$ cat src/rtl/lot_occupancy.sv
// Parking-lot occupancy tracker: decodes entry/exit beam sequences from two
// debounced sensors and keeps a saturating 2-digit BCD count against CAPACITY.
module lot_occupancy #(
  parameter int CAPACITY = 99
) (
  input  logic       clk,
  input  logic       reset_n,
  input  logic       a,
  input  logic       b,
  output logic [7:0] occupancy,
  output logic       full,
  output logic       empty,
  output logic       enter_pulse,
  output logic       exit_pulse,
  output logic       reject_pulse,
  output logic       seq_err
);

  typedef enum logic [2:0] {IDLE, EN1, EN2, EN3, EX1, EX2, EX3, ERR} state_t;

  localparam logic [7:0] CAP_BCD = {4'(CAPACITY / 10), 4'(CAPACITY % 10)};

  state_t     state_q, state_d;
  logic [1:0] ab;
  logic       entry_done, exit_done;
  logic [7:0] occ_q, occ_d;
  logic       full_q, full_d, empty_q, empty_d;
  logic       enter_q, enter_d, exit_q, exit_d, reject_q, reject_d;

  assign ab = {a, b};

  function automatic logic [7:0] bcd_inc(input logic [7:0] v);
    if (v[3:0] == 4'd9) return {v[7:4] + 4'd1, 4'd0};
    else                return {v[7:4], v[3:0] + 4'd1};
  endfunction

  function automatic logic [7:0] bcd_dec(input logic [7:0] v);
    if (v[3:0] == 4'd0) return {v[7:4] - 4'd1, 4'd9};
    else                return {v[7:4], v[3:0] - 4'd1};
  endfunction

  // Every transition not listed as a legal step or back-out is a two-bit jump.
  always_comb begin
    state_d    = state_q;
    entry_done = 1'b0;
    exit_done  = 1'b0;
    case (state_q)
      IDLE: case (ab)
        2'b10:   state_d = EN1;
        2'b01:   state_d = EX1;
        2'b11:   state_d = ERR;
        default: state_d = IDLE;
      endcase
      EN1: case (ab)
        2'b11:   state_d = EN2;
        2'b00:   state_d = IDLE;
        2'b01:   state_d = ERR;
        default: state_d = EN1;
      endcase
      EN2: case (ab)
        2'b01:   state_d = EN3;
        2'b10:   state_d = EN1;
        2'b00:   state_d = ERR;
        default: state_d = EN2;
      endcase
      EN3: case (ab)
        2'b00:   begin state_d = IDLE; entry_done = 1'b1; end
        2'b11:   state_d = EN2;
        2'b10:   state_d = ERR;
        default: state_d = EN3;
      endcase
      EX1: case (ab)
        2'b11:   state_d = EX2;
        2'b00:   state_d = IDLE;
        2'b10:   state_d = ERR;
        default: state_d = EX1;
      endcase
      EX2: case (ab)
        2'b10:   state_d = EX3;
        2'b01:   state_d = EX1;
        2'b00:   state_d = ERR;
        default: state_d = EX2;
      endcase
      EX3: case (ab)
        2'b00:   begin state_d = IDLE; exit_done = 1'b1; end
        2'b11:   state_d = EX2;
        2'b01:   state_d = ERR;
        default: state_d = EX3;
      endcase
      ERR:     if (ab == 2'b00) state_d = IDLE;
      default: state_d = IDLE;
    endcase
  end

  always_comb begin
    occ_d    = occ_q;
    enter_d  = 1'b0;
    exit_d   = 1'b0;
    reject_d = 1'b0;
    if (entry_done) begin
      if (occ_q < CAP_BCD) begin
        occ_d   = bcd_inc(occ_q);
        enter_d = 1'b1;
      end else begin
        reject_d = 1'b1;
      end
    end else if (exit_done) begin
      if (occ_q != 8'h00) begin
        occ_d  = bcd_dec(occ_q);
        exit_d = 1'b1;
      end else begin
        reject_d = 1'b1;
      end
    end
    // Flags track the next count so they land on the same edge as occupancy.
    full_d  = (occ_d == CAP_BCD);
    empty_d = (occ_d == 8'h00);
  end

  always_ff @(posedge clk or negedge reset_n) begin
    if (!reset_n) begin
      state_q  <= IDLE;
      occ_q    <= 8'h00;
      full_q   <= 1'b0;
      empty_q  <= 1'b1;
      enter_q  <= 1'b0;
      exit_q   <= 1'b0;
      reject_q <= 1'b0;
    end else begin
      state_q  <= state_d;
      occ_q    <= occ_d;
      full_q   <= full_d;
      empty_q  <= empty_d;
      enter_q  <= enter_d;
      exit_q   <= exit_d;
      reject_q <= reject_d;
    end
  end

  assign occupancy    = occ_q;
  assign full         = full_q;
  assign empty        = empty_q;
  assign enter_pulse  = enter_q;
  assign exit_pulse   = exit_q;
  assign reject_pulse = reject_q;
  assign seq_err      = (state_q == ERR);

endmodule

$ cat config.mk
export PLATFORM = sky130hd
export DESIGN_NAME = lot_occupancy
export DESIGN_NICKNAME = d
export VERILOG_FILES = /design/src/rtl/lot_occupancy.sv
export SDC_FILE = /design/constraint.sdc
export NUM_CORES = 1
export LEC_CHECK = 0
export ABC_AREA = 1
export CAP_MARGIN = 20
export CORE_ASPECT_RATIO = 1.2
export CORE_MARGIN = 4
export CORE_UTILIZATION = 55
export CTS_BUF_LIST = sky130_fd_sc_hd__clkbuf_8
export DETAILED_ROUTE_END_ITERATION = 10
export HOLD_SLACK_MARGIN = 0.02
export PLACE_DENSITY = 0.79
export SETUP_SLACK_MARGIN = 0.3
export SLEW_MARGIN = 20
export SYNTH_ARGS = -nofsm -noshare
export SYNTH_HDL_FRONTEND = slang
export SYNTH_SLANG_ARGS = --single-unit
$ cat constraint.sdc
create_clock -name clk -period 2.17 [get_ports clk]
set_input_delay 0.5425 -clock clk [delete_from_list [all_inputs] [get_ports clk]]
set_output_delay 0.5425 -clock clk [all_outputs]
set_load 0.005 [all_outputs]
* Yosys cells after proc, flatten, opt, wreduce, memory -nomap -nowiden
Index checks and enable logic that the tools add are counted.
** Word-level totals
- Memories :: 0
- Bits in writable memories :: 0
- Latch bits :: 0
- Logic and storage cells :: 57
- Output and inout port bits :: 14
- Register bits :: 16
- Input bits :: 4
- Bits in read-only memories :: 0
** Operators by class
- Shift-type cells :: 0
- Multiply operators :: 0
- Bitwise logic cells :: 0
- Muxes and demuxes :: 27
- $lt $le $gt $ge :: 1
- Equal/unequal tests :: 13
- Reduce and logical (&&, ||, !) cells :: 5
- $add $sub $neg :: 4
- Divide/modulo/power cells :: 0
** Operators with widths (count)
- one-hot mux 3 bit (3 select lines) :: 6
- two-way mux 8 bit :: 6
- one-hot mux 3 bit (8 select lines) :: 1
- equality test 3 bit, second input constant :: 4
- two-way mux 1 bit :: 12
- adder 4 x 1 -> 4 bit, second input constant :: 2
- equality test 8 bit, second input constant :: 1
- logical NOT 8 bit :: 1
- less-than comparator 8 bit, second input constant :: 1
- nonzero test 8 bit :: 1
- subtractor 4 x 1 -> 4 bit, second input constant :: 2
- equality test 3 x 2 -> 1 bit, second input constant :: 2
- one-hot mux 2 bit (3 select lines) :: 1
- equality test 2 bit, second input constant :: 2
- equality test 4 bit, second input constant :: 1
- logical NOT 4 bit :: 1
- equality test 3 x 1 -> 1 bit, second input constant :: 1
- logical NOT 3 bit :: 1
- two-way mux 3 bit :: 1
- equality test 2 x 1 -> 1 bit, second input constant :: 1
- logical NOT 2 bit :: 1
- inequality test 2 x 1 -> 1 bit, second input constant :: 1

* Depth between registers and ports, before layout
- Word-level depth :: 6
- Depth in mapped cells :: 14
- Mapped depth without buffers :: 14

* Worst setup path after synthesis
No wires, ideal clock.
- Kind :: input to register
- From :: in a
- To :: reg full_q, in the netlist full
- Buffers on the path :: 1
- Data arrival time :: 1.712 ns
- Setup slack :: 0.389 ns
- Cell stages on the path :: 13
- Library setup time :: 0.069 ns
- Required time :: 2.101 ns
- Cells stage by stage :: inv_1 > ha_1 > inv_1 > nor2_4 > buf_6 > nand4_1 > nand2_1 > nand2_2 > inv_2 > nand2_1 > nor2_2 > nand2_1 > nor2_2
** Between the ends
- Word-level cells in the longest chain between the ends :: 6
- Elaborated cells between the ends (all ways) :: 7
- Those cells by class :: eq/ne: 1; mux: 5; reduce/logical: 1
** RTL lines
- start: declaration :: line 8 : input logic a,
- logical NOT 2 bit * :: line 66, 84
- two-way mux 1 bit * :: line 66, 84
- two-way mux 1 bit :: line 47 : case (state_q)
- two-way mux 8 bit :: line 107 : end else if (exit_done) begin
- two-way mux 8 bit * :: line 100 : if (entry_done) begin
- via occ_d[0] :: line 26 : logic [7:0] occ_q, occ_d;
- equality test 8 bit * :: line 116 : full_d = (occ_d == CAP_BCD);
- via full_d :: line 27 : logic full_q, full_d, empty_q, empty_d;
- end signal: assignment :: line 132 : full_q <= full_d;
- end: declaration :: line 27
Mark *: on every way through the listed nets, which the timed path passes. The rest lies on a longest branch.
A chain may end at the register's enable or synchronous reset.

* Final worst setup path
- From :: reg occ_q[0], in the netlist occupancy[0]
- To :: out occupancy[0]
** RTL lines
- start: declaration :: line 26
- start signal: assignment :: line 123 : occ_q <= 8'h00;
- start signal: assignment :: line 131 : occ_q <= occ_d;
- end: declaration :: line 10 : output logic [7:0] occupancy,
No word-level cell between the ends.

==> results.md <==
- Status: completed
- Area of the core: 0.00253 sq mm
- Final hold violation count: 0
- Synth top area cells: dfrtp_1 (26%), ha_1 (14%), nand2_1 (13%)
- First-pass GRT wire length: 6400 um
- Share of layout cells above drive strength 1: 32.0%
- CP Max Fanout: 6
- Delay-heaviest family, CP: buffers and inverters
- Area Overhead vs Synth: 36.9%
- Final Cycle Share: 85.6%
- Crit path time final: 1.86 ns
- Setup Crit Path Kind: reg2out
- Clock buffer depth: 2
- Cells on worst reg2reg path: 12
- Die H: 64.2 um
- Max Cap Viol: 0
- LEAKAGE: 0.984 nW
- 1st-iter DRT viols: 109
- Place WS: -0.222 ns
- Critical-path cell list: buf_6, clkdlybuf4s50_1
- Mapped Nets: 229
- Synth Cell Area: 0.00145 sq mm
- Final setup viols: 0
- Syn Area/Cell: 6.92 sq um
- Antenna violations before repair: 0
- ANT cells: 0
- Max_slew headroom: 73.5%
- Register area share after synthesis: 27.8%
- DP HPWL: 2800 um
- Global placer's final weighted congestion: 1.02
- Pwr Total: 2.50 mW
- Synth top area share: 26.0%
- CTS clock-pin slew for the worst setup and hold paths: 0.07 ns
- # port buffers: 17
- Fin area: 0.00198 sq mm
- Num CTS Buffers: 3
- Yosys warnings: 0
- CTS tree: built
- Final Util: 78.4%
- Latest clock arrival within the worst-skew pair: 0.26 ns
- GRT Overall Usage: 24.6%
- Post-Syn Instances: 209
- Distinct cells, synth: 27
- Startpoint Class: flip-flop
- H-tree depth: 1
- Least-Margin Pin Slew: 0.394 ns
- Fillers: 166
- F_max: 0.538 GHz
- 1st-pass router iterations: 5
- Reg-to-Reg End: empty
- Crit path required time: 1.63 ns
- Slew Viols, Final: 0
- Avg WL per Cell: 14.4 um
- Commonest cells after routing, fill and taps aside: nand2_1 (48), buf_4 (24), nor2_1 (21), nand3_1 (21), inv_1 (15)
- Overflow left after global routing: 0
- Std cell rows: 20
- Die footprint: 0.00352 sq mm
- NumNets Final: 274
- Peak supply drop: 0.868 mV
- Max incr delay on CP: 0.50 ns
- Initial Util: 57.2%
- Vias in the first global route: 1,484
- Setup ws final: 0.313 ns
- FF+latch area: 408 sq um
- Largest net degree at the start of global routing: 17
- Power Density: 1260 mW/mm^2
- TNS Setup: 0 ns
- Area leader, netlist: dfrtp_1
- Commonest non-fill, non-tap cell in the layout: nand2_1
- RSZ-0062 raised after global routing: true
- Post-DRT Antenna Nets: 0
- CP endpoint kind: primary output
- Flop-to-flop setup slack: 0.36 ns
- Area of the multi-input gates: 996 sq um
- Final Skew: 0.00248 ns
- CTS sink cnt: 16
- WL final: 4120 um
- R2r startpoint: occupancy[1]
- Clock Tree Root: clkbuf_8
- Worst path slowest cell: clkdlybuf4s50_1
- Chip Width: 54.8 um
- DR DRC count: 0
- I/O pin cnt: 18
- Hold Crit Class: in2async
- Post-DP Area: 0.00176 sq mm
- Vias: 1,610
- Vias per cell: 5.63
- Crit path buf inv count: 2
- Arr. time, crit path: 1.31 ns
- Seq cells post-synth: 16
## layout make-up
class / instances / share of cell area (%)
Tap cell: 33 / 2.08
Multi-Input combinational cell: 161 / 50.3
Timing Repair Buffer: 43 / 18.8
Inverter: 29 / 5.50
Clock buffer: 4 / 2.78
Sequential cell: 16 / 20.6
## flip-flops by register name, indices dropped and copies added, names as in the netlist
register	flops
occupancy	8
state_q	3
empty	1
enter_pulse	1
exit_pulse	1
full	1
reject_pulse	1
## per-stage QoR
stage	instances	hold WS (ns)
2_1_floorplan	209	0.247
3_3_place_gp	272	0.690
3_5_place_dp	272	0.685
4_1_cts	279	0.620
5_1_grt	286	0.630
6_report	286	0.609
## logic make-up after synthesis
logic type | share of synthesized area [%]
compound gates | 6.31
xor+xnor | 1.21
fa+ha+maj | 13.8
buf+inv | 9.00
flops | 27.8
simple gates | 41.9
## worst register-to-register path: stages (launching register included)
cell and delay [ns]:
dfrtp_2 0.44, inv_2 0.09, ha_2 0.21, nand2_2 0.12, nor2_2 0.12, nand2_2 0.10
nand2_2 0.10, nor2_1 0.06, nor2_1 0.17, nand2_2 0.10, nor2_1 0.09, nand2_1 0.05
nor2_1 0.10
## timing repair
action,in CTS,in global routing
hold endpoints to repair,0,0
gates resized for setup,17,21
hold buffers,0,0
gates cloned,0,0
buffers inserted,3,7
pin swaps,5,3
endpoints found under the setup margin,10,9
## cells in the mapped netlist
master / number
nand2_1: 52
nor2_1: 25
nand3_1: 24
inv_1: 23
ha_1: 16
dfrtp_1: 15
nand2_2: 7
inv_2: 6
o21ai_0: 6
nor3_1: 5
nand3_2: 4
o22ai_1: 4
nor2_2: 3
buf_2: 2
nand3b_1: 2
nand4_1: 2
nor2_4: 2
o32ai_1: 2
a21oi_1: 1
buf_6: 1
dfstp_2: 1
nand4_2: 1
nor4_1: 1
o2111ai_1: 1
o21ai_1: 1
xnor2_1: 1
xor2_1: 1
## worst max path at each step
stage,from,to,cells after the start
2_1_floorplan,a,full,13
3_3_place_gp,b,full,14
3_5_place_dp,b,empty,13
4_1_cts,occupancy[1],full,12
5_1_grt,occupancy[1],full,13
6_report,occupancy[0],occupancy[0],2
## per-layer routing
metal  track usage, %  wire (um)  vias to the layer above
li1                 -          -                      762
met1             31.5       1660                      735
met2             37.7       2050                       91
met3             4.43        253                       22
met4             13.1        151                        0
met5                0          0                        -
## power breakdown
part           internal, mW  leakage [nW]  switching, mW
clock network         0.161        0.0288          0.115
registers             0.420         0.191          0.161
logic                 0.703         0.764          0.939
Power figures use the tool's default switching activity.
